**src/rtl/nrs_demapper.sv**
```systemverilog
// NRS demapper: captures the 8 antenna-port-0 NRS resource elements of each subframe
// into a ping-pong buffer and serves them to the channel estimator.
module nrs_demapper #(
    parameter int DW   = 16,
    parameter int NSC  = 12,
    parameter int NSYM = 14
) (
    input  logic          clk,
    input  logic          rst,
    input  logic          sof,
    input  logic          in_valid,
    input  logic [DW-1:0] in_re,
    input  logic [DW-1:0] in_im,
    input  logic [2:0]    v_shift,
    input  logic [3:0]    col,
    input  logic [1:0]    nrs_index_addr,
    input  logic          demap_read,
    input  logic          est_ack_demap,
    output logic          demap_ready,
    output logic [DW-1:0] rd_re,
    output logic [DW-1:0] rd_im,
    output logic          rd_valid,
    output logic          overflow
);

    localparam int SCW = $clog2(NSC);
    localparam int SYW = $clog2(NSYM);
    localparam logic [SCW-1:0] SC_LAST  = SCW'(NSC - 1);
    localparam logic [SYW-1:0] SYM_LAST = SYW'(NSYM - 1);

    typedef enum logic [1:0] {WAIT_SOF, CAPTURE, DROP} wr_state_t;

    wr_state_t       state, state_nxt;
    logic [SCW-1:0]  sc;
    logic [SYW-1:0]  sym;
    logic [2:0]      vs_lat;
    logic [1:0]      bank_full, bank_full_nxt;
    logic            wr_ptr, rd_ptr;
    logic [2*DW-1:0] mem [16];

    logic            start, step, last_sample, complete, ack_ok;
    logic            is_nrs_sym, v3, pilot_hit, pilot_m;
    logic [1:0]      wr_slot, rd_slot;
    logic            rd_col_ok;
    logic [3:0]      vsum, kmod;
    logic            unused_idx;

    assign unused_idx  = nrs_index_addr[1];
    assign start       = in_valid & sof;
    assign step        = in_valid & ~sof & (state != WAIT_SOF);
    assign last_sample = (sc == SC_LAST) && (sym == SYM_LAST);
    assign complete    = step & (state == CAPTURE) & last_sample;
    assign demap_ready = bank_full[rd_ptr];
    assign ack_ok      = est_ack_demap & demap_ready;

    always_ff @(posedge clk or posedge rst) begin
        if (rst) state <= WAIT_SOF;
        else     state <= state_nxt;
    end

    // sof restarts from any state; the FULL check uses the registered bank flags
    always_comb begin
        state_nxt = state;
        if (start)
            state_nxt = bank_full[wr_ptr] ? DROP : CAPTURE;
        else if (step && last_sample)
            state_nxt = WAIT_SOF;
    end

    always_comb begin
        is_nrs_sym = 1'b0;
        v3         = 1'b0;
        wr_slot    = 2'd0;
        case (sym)
            SYW'(5):  begin is_nrs_sym = 1'b1; wr_slot = 2'd0; end
            SYW'(6):  begin is_nrs_sym = 1'b1; wr_slot = 2'd1; v3 = 1'b1; end
            SYW'(12): begin is_nrs_sym = 1'b1; wr_slot = 2'd2; end
            SYW'(13): begin is_nrs_sym = 1'b1; wr_slot = 2'd3; v3 = 1'b1; end
            default: ;
        endcase
    end

    assign vsum      = {1'b0, vs_lat} + (v3 ? 4'd3 : 4'd0);
    assign kmod      = (vsum >= 4'd6) ? vsum - 4'd6 : vsum;
    assign pilot_m   = (sc == SCW'(kmod + 4'd6));
    assign pilot_hit = is_nrs_sym & ((sc == SCW'(kmod)) | pilot_m);

    always_comb begin
        bank_full_nxt = bank_full;
        if (complete) bank_full_nxt[wr_ptr] = 1'b1;
        if (ack_ok)   bank_full_nxt[rd_ptr] = 1'b0;
    end

    always_ff @(posedge clk or posedge rst) begin
        if (rst) begin
            sc        <= '0;
            sym       <= '0;
            vs_lat    <= '0;
            bank_full <= '0;
            wr_ptr    <= 1'b0;
            rd_ptr    <= 1'b0;
            overflow  <= 1'b0;
        end else begin
            bank_full <= bank_full_nxt;
            if (complete) wr_ptr <= ~wr_ptr;
            if (ack_ok)   rd_ptr <= ~rd_ptr;
            if (start) begin
                // the sof sample itself is (0,0), so the next one is subcarrier 1
                vs_lat <= v_shift;
                sc     <= SCW'(1);
                sym    <= '0;
                if (bank_full[wr_ptr]) overflow <= 1'b1;
            end else if (step) begin
                if (sc == SC_LAST) begin
                    sc  <= '0;
                    sym <= last_sample ? '0 : sym + 1'b1;
                end else begin
                    sc <= sc + 1'b1;
                end
            end
        end
    end

    always_ff @(posedge clk) begin
        if (step && (state == CAPTURE) && pilot_hit)
            mem[{wr_ptr, wr_slot, pilot_m}] <= {in_re, in_im};
    end

    always_comb begin
        rd_col_ok = 1'b1;
        rd_slot   = 2'd0;
        case (col)
            4'd5:    rd_slot = 2'd0;
            4'd6:    rd_slot = 2'd1;
            4'd12:   rd_slot = 2'd2;
            4'd13:   rd_slot = 2'd3;
            default: rd_col_ok = 1'b0;
        endcase
    end

    always_ff @(posedge clk or posedge rst) begin
        if (rst) begin
            rd_valid <= 1'b0;
            rd_re    <= '0;
            rd_im    <= '0;
        end else if (demap_read && demap_ready) begin
            rd_valid <= 1'b1;
            if (rd_col_ok) {rd_re, rd_im} <= mem[{rd_ptr, rd_slot, nrs_index_addr[0]}];
            else           {rd_re, rd_im} <= '0;
        end else begin
            rd_valid <= 1'b0;
        end
    end

endmodule

```
**config.mk**
```make
export PLATFORM = sky130hd
export DESIGN_NAME = nrs_demapper
export DESIGN_NICKNAME = d
export VERILOG_FILES = /design/src/rtl/nrs_demapper.sv
export SDC_FILE = /design/constraint.sdc
export NUM_CORES = 1
export LEC_CHECK = 0
export ABC_AREA = 0
export CAP_MARGIN = 20
export CORE_MARGIN = 2
export CORE_UTILIZATION = 55
export CTS_CLUSTER_SIZE = 40
export DETAILED_ROUTE_END_ITERATION = 12
export DONT_BUFFER_PORTS = 1
export HOLD_SLACK_MARGIN = 0.15
export PLACE_DENSITY = 0.67
export SKIP_CTS_REPAIR_TIMING = 1
export SYNTH_ARGS = -nofsm -noshare
export SYNTH_HDL_FRONTEND = slang
export SYNTH_SLANG_ARGS = --single-unit
```
**constraint.sdc**
```tcl
create_clock -name clk -period 20.8 [get_ports clk]
set_input_delay 1.04 -clock clk [delete_from_list [all_inputs] [get_ports clk]]
set_output_delay 1.04 -clock clk [all_outputs]
set_load 0.02 [all_outputs]
```
== Word level (Yosys, flattened, before mapping) ==
Memory sizes are Yosys's and may differ from the RTL's.
Cells that the tools add are included.

* Register bits: 51
* RAM bits: 512
* Bits of input ports: 47
* Output and inout port bits: 35
* Logic and storage cells: 96
* Memories: 1

{| class="wikitable"
|+ Memory list
! name !! depth !! width !! rd ports !! clocked after Yosys merged registers in !! wr ports !! line !! text
|-
| mem || 16 || 32 || 1 || 0 || 1 || 39 || <nowiki>logic [2*DW-1:0] mem [16];</nowiki>
|}

* Add/sub/neg operators: 5
* $lt $le $gt $ge: 5
* Eq/ne operators: 12
* Mux-type cells: 32
* Bitwise operators: 14
* Reductions and logical operators: 16

{| class="wikitable"
|+ Operators by type and width
! cell !! number
|-
| $mux W16 || 2
|-
| $mux W4 || 8
|-
| $eq A4 B4 Y1 const B || 5
|-
| $eq A4 B3 Y1 const B || 4
|-
| $mux W1 || 12
|-
| $mux W2 || 6
|-
| $pmux W2 S3 || 2
|-
| $add A4 B1 Y4 const B || 2
|-
| $eq A4 B4 Y1 || 2
|-
| $reduce_bool A2 Y1 || 4
|-
| $reduce_or A4 Y1 || 2
|-
| $and A1 B1 Y1 || 7
|-
| $logic_and A1 B1 Y1 || 7
|-
| $add A3 B2 Y4 || 1
|-
| $add A4 B3 Y4 const B || 1
|-
| $ge A4 B3 Y1 const B || 1
|-
| $lt A1 B2 Y1 const B || 2
|-
| $reduce_and A2 Y1 || 2
|-
| $sub A4 B3 Y4 const B || 1
|-
| $not A1 Y1 || 3
|-
| $and A2 B2 Y2 || 1
|-
| $demux W1 S1 || 2
|-
| $eq A2 B1 Y1 const B || 1
|-
| $ge A1 B1 Y1 const B || 2
|-
| other kinds (4) || 4
|}

== Depth between registers and ports, before layout ==
Gate-level depths: netlist of the first run.

* Depth after elaboration: 14
* Gate-level depth with buffers: 15
* Mapped depth without buffers: 15

== Worst setup path after synthesis of the first run ==
No wires, ideal clock.

* Path kind: register to register
* Start: register sym[0]
* End: memory mem[7][0] (netlist bit), enable pin
* Data arrival time: 6.399 ns
* Required time: 20.299 ns
* Path slack: 13.899 ns
* Cell stages (with the launch flop): 16
* Clock period less this slack: 6.901 ns
* Path through: dfrtp_1 > inv_1 > ha_1 > nor2b_1 > a21o_1 > and2_1 > ha_1 > inv_1 > fa_1 > or3b_1 > mux2_2 > and2_1 > ha_1 > xor2_1 > nand2b_1 > nor4_1

* Cells in the longest elaborated chain, start to end: 14
* Elaborated cells on any way between the ends: 22
* Classes of those cells: 3 x add/sub; 1 x order compare; 6 x eq/ne; 7 x mux; 2 x bitwise; 3 x reduce/logical

{| class="wikitable"
|+ RTL lines
! element !! line !! text
|-
| from (decl) || 35 || <nowiki>logic [SYW-1:0] sym;</nowiki>
|-
| from (signal assigned) || 116 || <nowiki>sym <= last_sample ? '0 : sym + 1'b1;</nowiki>
|-
| $eq A4 B4 Y1 or $eq A4 B3 Y1 (tied branches) || 74 || <nowiki>case (sym)</nowiki>
|-
| $reduce_or A2 Y1 (no line) || - ||
|-
| $mux W1 || 74 ||
|-
| $mux W2 || 83 || <nowiki>assign vsum = {1'b0, vs_lat} + (v3 ? 4'd3 : 4'd0);</nowiki>
|-
| $add A3 B2 Y4 || 83 ||
|-
| $sub A4 B3 Y4 or $ge A4 B3 Y1 (tied branches) || 84 || <nowiki>assign kmod = (vsum >= 4'd6) ? vsum - 4'd6 : vsum;</nowiki>
|-
| $mux W4 || 84 ||
|-
| $add A4 B3 Y4 || 85 || <nowiki>assign pilot_m = (sc == SCW'(kmod + 4'd6));</nowiki>
|-
| $eq A4 B4 Y1 || 85 ||
|-
| $or A1 B1 Y1 || 86 || <nowiki>assign pilot_hit = is_nrs_sym & ((sc == SCW'(kmod)) | pilot_m);</nowiki>
|-
| $and A1 B1 Y1 || 86 ||
|-
| $logic_and A1 B1 Y1 || 125 || <nowiki>if (step && (state == CAPTURE) && pilot_hit)</nowiki>
|-
| $mux W1 || 125 ||
|-
| $mux W1 (implied by the code) || 126 || <nowiki>mem[{wr_ptr, wr_slot, pilot_m}] <= {in_re, in_im};</nowiki>
|-
| to (decl) || 39 ||
|}

Parallel ways exist; a longest one is shown, timed or not.

== Worst setup path after layout of the first run ==
* Start: register sym[0]
* End: memory mem[3][15] (netlist bit), enable pin

The elaborated chain is that of the path after synthesis.

==> flow_metrics.tcl, run 1 <==
set metrics [dict create \
    most_frequent_standard_cell_in_the_layout_excluding_fill_and_tap_cells "sky130_fd_sc_hd__edfxtp_1" \
    synthesized_cell_area_mm2 0.0223 \
    power_switching_uw 449 \
    pwr-share-clk_pct 42.0 \
    num-nets-final 1433 \
    floorplan.die_area_mm2 0.0422 \
    place.detailed.instances 1843 \
    floorplan.io_pins 82 \
    top_reg_cell_synth "sky130_fd_sc_hd__edfxtp_1" \
    worst_hold_path_type "reg -> reg" \
    result_of_the_run "complete, no violations" \
    starting_density_of_the_core_pct 56.0 \
    detailroute.wirelength.met3_um 3320 \
    post-place-ws_ns 15.97 \
    cts_tree "yes" \
    grt_first_pass_wirelength_um 76700 \
    timing.slew.headroom_pct 22.0 \
    asyncSetResetFlopFracSynth_pct 9.06 \
    finished_layout_cells 1947 \
    timing.critical_path.mode_cell "sky130_fd_sc_hd__ha_1" \
    grt_pass1_vias 12667 \
    clock_sinks 563 \
    detailedRoute.firstPassIterationCount 5 \
    intPower_mw 1.80 \
    clock_latency_of_the_later_clocked_register_in_the_worst_skew_pair_ns 0.61 \
    critPathTopFamily "simple AND/OR/NAND/NOR gates" \
    avgRoutedWirePerCell_um 26.3 \
    final-setup-viol-count 0 \
    critPathSlowestCell "sky130_fd_sc_hd__buf_4" \
    cells_along_the_critical_path "inv_1 > ha_1 > nor2b_1 > a21o_1 > and2_1 > ha_1 > inv_1 > fa_1 > or3b_1 > mux2_2 > and2_1 > ha_1 > xor2_1 > nand3_1 > nor4_2 > buf_4" \
    fin_worst_skew_ns 0.0258 \
    unrepaired_setup_endpoints_after_global_routing "no" \
    cts_root_buffer "sky130_fd_sc_hd__clkbuf_16" \
    antenna_left 0 \
    synth.distinct_cells 63 \
    clockBufferDepth 3 \
    detail_route.vias_per_cell 6.42 \
    postSynthAreaPerCell_um2 16.2 \
    finalHoldViolations 0 \
    setup-tns-final_ns 0 \
    post-dp-hpwl_um 27300 \
    worst_ep_arrival_time_ns 5.05 \
    worstPathBufferInverterCount 3 \
    yosysSeqAreaShare_pct 74.5 \
    period_minus_slack_ns 4.83 \
    required_ns 21.02 \
    timing.fmax_mhz 207 \
    cp_slowest_stage_delay_ns 0.56 \
    p_sw_share_pct 19.9 \
    grt_use_total_pct 24.7 \
    clk_pin_slew_worst_paths_ns 0.06 \
    grt_start_max_net_pins 132 \
    rows 73 \
    worst_ir_drop_vdd_uv 69.1 \
    synth-edff-count 512 \
    die_y_um 206 \
    timing_worst_slew_pin_value_ns 1.14 \
    worst-path-stages 16 \
    min_delay_path_depth 2 \
    min_period_over_period_pct 23.2 \
    maxCapViolations 0 \
    die_width_um 206 \
    synthesis.nets 1435 \
    drt_iter0_drc 945 \
    power.sequential.fraction_pct 55.1 \
    static_power_due_to_leakage_nw 8.25 \
    n_antenna_cell 0 \
    number_of_synthesized_register_bits 563 \
    io_buffers 0 \
    route.detailed.drc 0 \
    worstPathMaxFanout 32 \
    timing.critical_path.from_type "flop" \
    worstSetupPathType "reg -> reg" \
    power.share.combinational_pct 3.0 \
    commonest_non_fill_non_tap_cells_in_the_layout "sky130_fd_sc_hd__edfxtp_1, sky130_fd_sc_hd__nand2_1, sky130_fd_sc_hd__mux2i_1" \
    grt.overflow.total 0 \
    dr_wl_met2_um 25900 \
    cts-htree-levels 2 \
    final_max_slew_viol_count 0 \
    share_of_cells_above_drive_strength_1_pct 16.1 \
    worst-r2r-setup-slack_ns 15.97 \
    ys_warn_count 0 \
    setup_slack_ns 15.97 \
    cts_buffers 55 \
    antenna_found_initial 0 \
    core-area_mm2 0.0399 \
    uppermost_routed_layer "met4" \
    critPathCaptureType "flop" \
    power-per-cell-area_mw_per_mm2 90.9 \
    gp_routability_congestion 0.755 \
    worst-r2r-cell-count 16 \
    synth_cells 1378 \
    syn2layout_area_growth_pct 10.9 \
    wirelength_um 51200 \
    detailroute.via_count 12504 \
    route.layer.met1.wl_um 20700 \
]
stage by stage:
step / area [µm²] / power, mW / hold slack [ns] / utilization [%]
floorplan: 22300 / 1.32 / 0.452 / -
global placement: 23000 / 1.33 / 0.480 / 57.7
detailed placement: 23000 / 1.33 / 0.493 / 57.7
CTS: 24700 / 2.27 / 0.497 / 62.0
global route: 24800 / 2.31 / 0.502 / 62.0
finish: 24800 / 2.25 / 0.509 / 62.0
synthesized netlist by cell type, types with 2 or more instances:
cell type,instances,area (µm²)
sky130_fd_sc_hd__buf_6,4,45.0
sky130_fd_sc_hd__nand3_1,7,35.0
sky130_fd_sc_hd__clkbuf_1,58,218
sky130_fd_sc_hd__nand2_1,136,510
sky130_fd_sc_hd__dfrtp_1,51,1280
sky130_fd_sc_hd__a32o_1,14,140
sky130_fd_sc_hd__nor4_1,16,100
sky130_fd_sc_hd__a2111oi_2,12,180
sky130_fd_sc_hd__xor2_1,3,26.3
sky130_fd_sc_hd__and2_1,5,31.3
sky130_fd_sc_hd__o221ai_1,29,254
sky130_fd_sc_hd__a2111oi_0,7,61.3
sky130_fd_sc_hd__edfxtp_1,512,15400
sky130_fd_sc_hd__xnor2_1,3,26.3
sky130_fd_sc_hd__inv_1,13,48.8
sky130_fd_sc_hd__a31oi_1,18,113
sky130_fd_sc_hd__nand3b_1,2,15.0
sky130_fd_sc_hd__mux2i_1,66,661
sky130_fd_sc_hd__o21ai_1,2,10.0
sky130_fd_sc_hd__o221a_2,34,383
sky130_fd_sc_hd__nand4bb_1,2,22.5
sky130_fd_sc_hd__nor4bb_1,2,20.0
sky130_fd_sc_hd__and3_1,18,113
sky130_fd_sc_hd__buf_2,28,140
sky130_fd_sc_hd__a22o_1,2,17.5
sky130_fd_sc_hd__a21o_1,34,255
sky130_fd_sc_hd__nor3b_1,2,15.0
sky130_fd_sc_hd__a221o_1,17,170
sky130_fd_sc_hd__o21ai_0,43,215
sky130_fd_sc_hd__o2111ai_1,14,123
sky130_fd_sc_hd__a21oi_1,47,235
sky130_fd_sc_hd__nor2b_1,4,25.0
sky130_fd_sc_hd__mux2_2,34,383
sky130_fd_sc_hd__or3_1,2,12.5
sky130_fd_sc_hd__nand2b_1,9,56.3
sky130_fd_sc_hd__a211oi_1,4,30.0
sky130_fd_sc_hd__buf_4,4,30.0
sky130_fd_sc_hd__ha_1,9,113
sky130_fd_sc_hd__nor2_1,15,56.3
sky130_fd_sc_hd__o41ai_1,18,158
sky130_fd_sc_hd__nand4b_1,3,26.3
sky130_fd_sc_hd__nor3_1,3,15.0
sky130_fd_sc_hd__or2_2,3,18.8
sky130_fd_sc_hd__buf_1,6,22.5
sky130_fd_sc_hd__a221oi_1,45,394
cell families after synthesis:
logic type	share of synthesized area [%]
buffers and inverters	2.26
AND/OR/NAND/NOR	5.14
multiplexers	4.67
flip-flops	74.5
adder cells (fa/ha/maj)	0.594
XOR/XNOR	0.235
AO/OA/AOI/OAI	12.6
sequential cells by signal, indices dropped and copies added, names as in the netlist:
signal	cells
overflow	1
state	2
rd_valid	1
sc	4
rd_im	16
bank_full	2
rd_ptr	1
sym	4
mem	512
vs_lat	3
wr_ptr	1
rd_re	16
worst reg2reg max path, stage by stage, from the launching register on:
cell and delay, ns:
sky130_fd_sc_hd__dfrtp_1 0.44, sky130_fd_sc_hd__inv_1 0.11, sky130_fd_sc_hd__ha_1 0.16, sky130_fd_sc_hd__nor2b_1 0.25, sky130_fd_sc_hd__a21o_1 0.12, sky130_fd_sc_hd__and2_1 0.19, sky130_fd_sc_hd__ha_1 0.21, sky130_fd_sc_hd__inv_1 0.06
sky130_fd_sc_hd__fa_1 0.55, sky130_fd_sc_hd__or3b_1 0.40, sky130_fd_sc_hd__mux2_2 0.29, sky130_fd_sc_hd__and2_1 0.14, sky130_fd_sc_hd__ha_1 0.28, sky130_fd_sc_hd__xor2_1 0.31, sky130_fd_sc_hd__nand3_1 0.21, sky130_fd_sc_hd__nor4_2 0.17
sky130_fd_sc_hd__buf_4 0.56
power by group through the flow:
stage / Combinational (mW) / Clock, mW / Sequential [mW]
4_1_cts: 0.0667 / 0.961 / 1.24
3_3_place_gp: 0.0648 / 0 / 1.26
2_1_floorplan: 0.0557 / 0 / 1.26
6_report: 0.0666 / 0.945 / 1.24
5_1_grt: 0.0726 / 1.00 / 1.24
3_5_place_dp: 0.0665 / 0 / 1.26
layout make-up:
class                           instances  area (µm²)
Clock buffer                           78        1540
Timing Repair Buffer                   41         320
Clock inverter                         25         184
Multi-Input combinational cell        702        5360
Sequential cell                       563       16700
Inverter                               13        48.8
Fill cell                            2895       15200
Tap cell                              525         657
routing by layer:
metal  vias to the layer above  GRT usage, %
met5                         -             0
met4                         0          8.45
met3                        94          4.15
met2                       390          41.5
met1                      6442          32.9
li1                       5578             -
worst paths after layout:
check	startpoint	end
max	sym[0]	mem[3][15]
min	vs_lat[0]	vs_lat[0]
max reg2reg	sym[0]	mem[3][15]
min reg2reg	vs_lat[0]	vs_lat[0]
max in group asynchronous	rst	rd_ptr
min in group asynchronous	rst	rd_ptr
Note: power is estimated with default switching activity, not from simulation.
==> inputs of run 2 (changes only) <==
--- a/config.mk
+++ b/config.mk
@@ -5,7 +5,7 @@
 export SDC_FILE = /design/constraint.sdc
 export NUM_CORES = 1
 export LEC_CHECK = 0
-export ABC_AREA = 0
+export ABC_AREA = 1
 export CAP_MARGIN = 20
 export CORE_MARGIN = 2
 export CORE_UTILIZATION = 55
@@ -13,7 +13,7 @@
 export DETAILED_ROUTE_END_ITERATION = 12
 export DONT_BUFFER_PORTS = 1
 export HOLD_SLACK_MARGIN = 0.15
-export PLACE_DENSITY = 0.67
+export PLACE_DENSITY = 0.7
 export SKIP_CTS_REPAIR_TIMING = 1
 export SYNTH_ARGS = -nofsm -noshare
 export SYNTH_HDL_FRONTEND = slang
==> constraint.sdc (replaced) <==
create_clock -name clk -period 4 [get_ports clk]
set_input_delay 0.2 -clock clk [delete_from_list [all_inputs] [get_ports clk]]
set_output_delay 0.2 -clock clk [all_outputs]
set_load 0.02 [all_outputs]
==> run 2 against run 1 <==
  * Worst setup slack lost 16 ns
  * Critical path depth grew 8
  * Sequential cell count is the same
  * Wire length grew 16%
  * Clock power grew to 5.7 times the previous value
  * Area after synthesis grew 4.4%
  * Final cell count grew 35%
  * Critical endpoint is now mem[11][1]
==> flow_metrics.tcl, run 2 <==
set metrics [dict create \
    number_of_flip_flops_under_the_largest_register_name 512 \
    max_flop_register "mem" \
    top_reg_cell_synth "sky130_fd_sc_hd__edfxtp_1" \
    grt.overflow.total 0 \
    antenna_found_initial 5 \
    final_max_slew_viol_count 0 \
    post-place-ws_ns -0.0168 \
    post-dp-hpwl_um 34100 \
    timing.fmax_mhz 253 \
    worst_hold_path_type "in -> reg" \
    floorplan.die_area_mm2 0.0441 \
    share_of_cells_above_drive_strength_1_pct 14.2 \
    finalHoldViolations 0 \
    worst_hold_slack_ns 0.118 \
    result_of_the_run "complete, no violations" \
    finished_layout_cells 2633 \
    required_ns 4.31 \
    final-seq-area_mm2 0.0167 \
    cts_buffers 55 \
    grt_use_total_pct 26.2 \
    number_of_synthesized_register_bits 563 \
    most_frequent_standard_cell_in_the_layout_excluding_fill_and_tap_cells "sky130_fd_sc_hd__edfxtp_1" \
    cts_root_buffer "sky130_fd_sc_hd__clkbuf_16" \
    starting_density_of_the_core_pct 55.6 \
    timing.critical_path.from_type "flop" \
    multi_input_area_mm2 0.00621 \
    fin_worst_skew_ns 0.0169 \
    route.detailed.drc 0 \
    grt_start_max_net_pins 258 \
    setup_slack_ns 0.0500 \
    synthesis.nets 2018 \
    clk_pin_slew_worst_paths_ns 0.06 \
    hp-start "nrs_index_addr[0]" \
    timing_worst_slew_pin_value_ns 1.15 \
    num-nets-final 2099 \
    synth.area.top_cells "sky130_fd_sc_hd__edfxtp_1, sky130_fd_sc_hd__nand2_1, sky130_fd_sc_hd__dfrtp_1, sky130_fd_sc_hd__nor2_1, sky130_fd_sc_hd__o21ai_0" \
    power-per-cell-area_mw_per_mm2 469 \
    synth.largest_area_cell "sky130_fd_sc_hd__edfxtp_1" \
    grt_pass1_vias 14610 \
    wirelength_um 59600 \
    avgRoutedWirePerCell_um 22.6 \
    groute.layer.met3.usage_pct 5.81 \
    static_power_due_to_leakage_nw 9.79 \
    worstPathMaxFanout 15 \
    worst-r2r-cell-count 24 \
    postSynthAreaPerCell_um2 11.9 \
    met2_usage_pct 40.6 \
    synth.distinct_cells 37 \
    cts_tree "yes" \
    period_minus_slack_ns 3.95 \
    worstSetupPathType "reg -> reg" \
    worst_ep_arrival_time_ns 4.26 \
    gp_routability_congestion 0.817 \
    synthesized_cell_area_mm2 0.0233 \
    top_count_cell_post_synth "sky130_fd_sc_hd__edfxtp_1" \
    detailroute.via_count 15418 \
    unrepaired_setup_endpoints_after_global_routing "yes" \
    die_y_um 210 \
    timing.slew.headroom_pct 23.1 \
    grt_util_met1_pct 37.5 \
    timing.critical_path.from "sym[1]" \
    clock_latency_of_the_later_clocked_register_in_the_worst_skew_pair_ns 0.60 \
    rr_startpoint "sym[1]" \
    asyncSetResetFlopFracSynth_pct 9.06 \
    floorplan.io_pins 82 \
    grt_first_pass_wirelength_um 86900 \
    detail_route.vias_per_cell 5.86 \
    rows 75 \
    synth-edff-count 512 \
    place.detailed.instances 2447 \
    synth.top_cell.area_share_pct 65.9 \
    final-setup-viol-count 0 \
    drt_iter0_drc 1627 \
    critPathCaptureType "flop" \
    detailedRoute.firstPassIterationCount 5 \
    synth.cells.most_frequent "sky130_fd_sc_hd__edfxtp_1, sky130_fd_sc_hd__nand2_1, sky130_fd_sc_hd__nor2_1" \
    io_buffers 0 \
    synth_cells 1961 \
    layout_top_registers "mem: 512 flops, rd_im: 16 flops, rd_re: 16 flops" \
    yosysSeqAreaShare_pct 71.4 \
    layout.filler_cells 2983 \
    worst_ir_drop_vdd_uv 545 \
    antenna_left 0 \
    clockBufferDepth 3 \
    core-area_mm2 0.0419 \
    ys_warn_count 0 \
    min_period_over_period_pct 98.7 \
    global_route.peak_usage_layer "met2" \
    clock_sinks 563 \
    syn2layout_area_growth_pct 17.2 \
    min_delay_path_depth 6 \
    die_width_um 210 \
    cts-htree-levels 2 \
    commonest_non_fill_non_tap_cells_in_the_layout "sky130_fd_sc_hd__edfxtp_1, sky130_fd_sc_hd__nand2_1, sky130_fd_sc_hd__nor2_1" \
    maxCapViolations 0 \
]
run 2: cell types whose count changed after synthesis, sizes merged, moves of 46 or more:
cell	delta
nand3	+65
nand2	+332
nor2	+251
o21ai	+140
nor3	+46
or2	+56
run 2: layer usage:
layer,part of all wire [%],vias up
met3,9.2,101
li1,-,7017
met1,42,7590
met5,0.022,-
met4,2.6,2
met2,46,708
run 2: cells by family (layout without fill, tap and decap cells):
| group | Yosys count | in the layout | share of synthesized area [%] |
|---|---|---|---|
| compound gates | 275 | 275 | 6.31 |
| flops | 563 | 563 | 71.4 |
| fa+ha+maj | 10 | 10 | 0.569 |
| xor+xnor | 8 | 8 | 0.300 |
| mux | 36 | 36 | 1.55 |
| simple gates | 925 | 926 | 17.0 |
| other cells | 0 | 6 | 0 |
| buf+inv | 144 | 270 | 2.86 |
run 2: through the flow:
stage | util [%] | instance area, µm² | TNS, ns | total power [mW]
after floorplan | - | 23500 | -45.30 | 7.15
after global placement | 58.3 | 24400 | 0 | 7.27
after detailed placement | 58.3 | 24400 | -0.602 | 7.29
after CTS | 62.9 | 26400 | -1.12 | 12.6
after global routing | 65.2 | 27300 | -12.77 | 13.2
final | 65.2 | 27300 | 0 | 12.8
run 2: path summary, 6_finish.rpt:
kind,endpoint,slack (ns)
min reg2reg,bank_full[0],0.50
max in group asynchronous,sym[0],3.16
min in group asynchronous,rd_im[4],0.28
min,rd_im[1],0.12
max reg2reg,mem[11][1],0.05
max,mem[11][1],0.05
run 2: power by group:
part	switching, mW	internal, mW	total (mW)
logic	0.598	0.316	0.914
registers	0.0340	6.44	6.48
clock network	2.19	3.24	5.43
total	2.82	10.0	12.8
run 2: final cells by class:
type | count | area share [%]
Inverter | 36 | 0.517
Tap cell | 539 | 2.47
Timing Repair Buffer | 131 | 6.31
Sequential cell | 563 | 60.9
Multi-Input combinational cell | 1255 | 22.7
Clock buffer | 84 | 6.19
Antenna cell | 6 | 0.0549
Clock inverter | 19 | 0.847
run 2: worst max-delay path, cell delays in order, from the launching register on:
cell and delay [ns]:
sky130_fd_sc_hd__dfrtp_1 0.42, sky130_fd_sc_hd__inv_2 0.12, sky130_fd_sc_hd__ha_4 0.15, sky130_fd_sc_hd__inv_2 0.04, sky130_fd_sc_hd__nor2_4 0.11, sky130_fd_sc_hd__inv_2 0.05, sky130_fd_sc_hd__nand2_4 0.07, sky130_fd_sc_hd__ha_4 0.14
sky130_fd_sc_hd__inv_2 0.04, sky130_fd_sc_hd__fa_2 0.58, sky130_fd_sc_hd__inv_2 0.07, sky130_fd_sc_hd__ha_4 0.25, sky130_fd_sc_hd__inv_2 0.04, sky130_fd_sc_hd__nand2_4 0.06, sky130_fd_sc_hd__nand2_4 0.06, sky130_fd_sc_hd__ha_4 0.27
sky130_fd_sc_hd__xor2_2 0.14, sky130_fd_sc_hd__nand2_2 0.10, sky130_fd_sc_hd__nor2_8 0.14, sky130_fd_sc_hd__nand2_4 0.07, sky130_fd_sc_hd__nand2_8 0.10, sky130_fd_sc_hd__nand2_8 0.12, sky130_fd_sc_hd__nor2_4 0.18, sky130_fd_sc_hd__buf_12 0.15
sky130_fd_sc_hd__buf_12 0.15
==> inputs of run 3 (changes only) <==
--- a/config.mk
+++ b/config.mk
@@ -6,6 +6,7 @@
 export NUM_CORES = 1
 export LEC_CHECK = 0
 export ABC_AREA = 1
+export ABC_CLOCK_PERIOD_IN_PS = 4000
 export CAP_MARGIN = 20
 export CORE_MARGIN = 2
 export CORE_UTILIZATION = 55
@@ -14,6 +15,7 @@
 export DONT_BUFFER_PORTS = 1
 export HOLD_SLACK_MARGIN = 0.15
 export PLACE_DENSITY = 0.7
+export RECOVER_POWER = 25
 export SKIP_CTS_REPAIR_TIMING = 1
 export SYNTH_ARGS = -nofsm -noshare
 export SYNTH_HDL_FRONTEND = slang
==> run 3 against run 2 <==
  * Final cell count unchanged
  * Final area is essentially flat
  * Utilization hardly changed
  * Critical path depth did not move
  * Clock skew is 0.00086 ns higher
  * Count of clock-buffer cells in the layout did not move
  * The flow now finishes with violations (capacitance limit, slew limit)
  * Clock power about the same
  * First-iteration DRC count unchanged
==> flow_metrics.tcl, run 3 (synthesized netlist as in run 2, its figures left out) <==
set metrics [dict create \
    result_of_the_run "complete, but fails checks" \
    failed_checks "capacitance limit, slew limit" \
    grt_pass1_vias 14610 \
    rr_startpoint "sym[1]" \
    cts_root_buffer "sky130_fd_sc_hd__clkbuf_16" \
    die_y_um 210 \
    place.detailed.instances 2447 \
    worstSetupPathType "reg -> reg" \
    syn2layout_area_growth_pct 17.2 \
    cts_tree "yes" \
    drt_iter0_drc 1627 \
    detailroute.via_count 15427 \
    io_buffers 0 \
    clock_latency_of_the_later_clocked_register_in_the_worst_skew_pair_ns 0.61 \
    cts-htree-levels 2 \
    finished_layout_cells 2633 \
    detailedRoute.firstPassIterationCount 5 \
    worstPathMaxFanout 15 \
    maxCapViolations 1 \
    uppermost_routed_layer "met5" \
    most_frequent_standard_cell_in_the_layout_excluding_fill_and_tap_cells "sky130_fd_sc_hd__edfxtp_1" \
    commonest_non_fill_non_tap_cells_in_the_layout "sky130_fd_sc_hd__edfxtp_1, sky130_fd_sc_hd__nand2_1, sky130_fd_sc_hd__nor2_1" \
    floorplan.die_area_mm2 0.0441 \
    period_minus_slack_ns 3.95 \
    timing.slew.headroom_pct -1.11 \
    final_max_slew_viol_count 52 \
    setup_slack_ns 0.0498 \
    hold-path-endpoint "rd_im[1]" \
    timing.fmax_mhz 253 \
    max_flop_register "mem" \
    grt_use_total_pct 26.2 \
    critPathCaptureType "flop" \
    clk_pin_slew_worst_paths_ns 0.06 \
    post-place-ws_ns -0.0168 \
    grt_first_pass_wirelength_um 86900 \
    min_period_over_period_pct 98.8 \
    post-dp-hpwl_um 34100 \
    post_route_utilization_pct 65.2 \
    worst_r2r_endpoint "mem[11][1]" \
    wirelength_um 59600 \
    final-setup-viol-count 0 \
    hp-start "nrs_index_addr[0]" \
    unrepaired_setup_endpoints_after_global_routing "yes" \
    route.layer.met1.wl_um 24700 \
    die_width_um 210 \
    rows 75 \
    clockBufferDepth 3 \
    grt_start_max_net_pins 258 \
    cts_buffers 55 \
    clock_sinks 563 \
    worst_ir_drop_vdd_uv 544 \
    layout_top_registers "mem: 512 flops, rd_im: 16 flops, rd_re: 16 flops" \
    worst_hold_path_type "in -> reg" \
    timing.critical_path.from_type "flop" \
    share_of_cells_above_drive_strength_1_pct 14.1 \
    antenna_left 0 \
    starting_density_of_the_core_pct 55.6 \
    finalHoldViolations 0 \
    timing_worst_slew_pin_value_ns 1.52 \
    static_power_due_to_leakage_nw 9.79 \
    min_delay_path_depth 6 \
    detailroute.wirelength.met3_um 5570 \
    worst-r2r-setup-slack_ns 0.05 \
    grt.overflow.total 0 \
    floorplan.io_pins 82 \
    total_power_mw 12.8 \
    gp_routability_congestion 0.817 \
    num-nets-final 2099 \
    worst_ep_arrival_time_ns 4.26 \
    worst_hold_slack_ns 0.120 \
    dr_wl_met2_um 27600 \
    avgRoutedWirePerCell_um 22.6 \
    power-per-cell-area_mw_per_mm2 469 \
    route.detailed.drc 0 \
    antenna_found_initial 5 \
    core-area_mm2 0.0419 \
    detail_route.vias_per_cell 5.86 \
    fin_worst_skew_ns 0.0177 \
    number_of_flip_flops_under_the_largest_register_name 512 \
    required_ns 4.31 \
    worst-r2r-cell-count 24 \
]
==> run 3: cell count changes in the layout (fill, tap and decap cells not counted), sizes merged <==
cell    previous run  this run
clkinv            14        15
buf               74        73
clkbuf            91        92
inv               34        33
==> run 3: final cells by class <==
class	count	area, µm²
Sequential cell	563	16700
Fill cell	2984	14600
Multi-Input combinational cell	1255	6210
Timing Repair Buffer	131	1720
Clock buffer	84	1690
Tap cell	539	674
Clock inverter	19	231
Inverter	36	141
Antenna cell	6	15.0
==> run 3: how the worst max path moves through the flow <==
stage | startpoint | slack (ns) | endpoint
2_1_floorplan | sym[0] | -0.16 | mem[10][0]
3_3_place_gp | sym[1] | 0.16 | mem[5][0]
3_5_place_dp | sym[1] | -0.02 | mem[10][28]
4_1_cts | sym[1] | -0.03 | mem[5][31]
5_1_grt | sym[1] | -0.08 | mem[11][20]
6_report | sym[1] | 0.05 | mem[11][1]
==> run 3: report_power, final <==
group	internal, mW	leakage (nW)	total (mW)	switching [mW]
clock	3.24	0.947	5.43	2.19
combinational	0.315	3.56	0.914	0.598
sequential	6.44	5.28	6.48	0.0341
total	10.0	9.79	12.8	2.82
==> run 3: per-stage QoR <==
stage / area, µm² / TNS, ns
4_1_cts: 26400 / -1.12
2_1_floorplan: 23500 / -45.30
3_3_place_gp: 24400 / 0
5_1_grt: 27300 / -12.77
3_5_place_dp: 24400 / -0.602
6_report: 27300 / 0
==> run 3: routing by layer <==
metal	vias to the layer above	GRT usage, %
met5	-	0
met4	2	8.34
met3	105	5.81
met2	716	40.6
met1	7590	37.5
li1	7014	-
==> run 3: critical path, cell delays in order, from the launching register on <==
cell                      delay (ns)
sky130_fd_sc_hd__dfrtp_1        0.42
sky130_fd_sc_hd__inv_2          0.12
sky130_fd_sc_hd__ha_4           0.15
sky130_fd_sc_hd__inv_2          0.04
sky130_fd_sc_hd__nor2_4         0.11
sky130_fd_sc_hd__inv_2          0.05
sky130_fd_sc_hd__nand2_4        0.07
sky130_fd_sc_hd__ha_4           0.14
sky130_fd_sc_hd__inv_2          0.04
sky130_fd_sc_hd__fa_2           0.58
sky130_fd_sc_hd__inv_2          0.07
sky130_fd_sc_hd__ha_4           0.25
sky130_fd_sc_hd__inv_2          0.04
sky130_fd_sc_hd__nand2_4        0.06
sky130_fd_sc_hd__nand2_4        0.06
sky130_fd_sc_hd__ha_4           0.27
sky130_fd_sc_hd__xor2_2         0.14
sky130_fd_sc_hd__nand2_2        0.10
sky130_fd_sc_hd__nor2_8         0.14
sky130_fd_sc_hd__nand2_4        0.07
sky130_fd_sc_hd__nand2_8        0.10
sky130_fd_sc_hd__nand2_8        0.12
sky130_fd_sc_hd__nor2_4         0.18
sky130_fd_sc_hd__buf_12         0.15
sky130_fd_sc_hd__buf_12         0.15
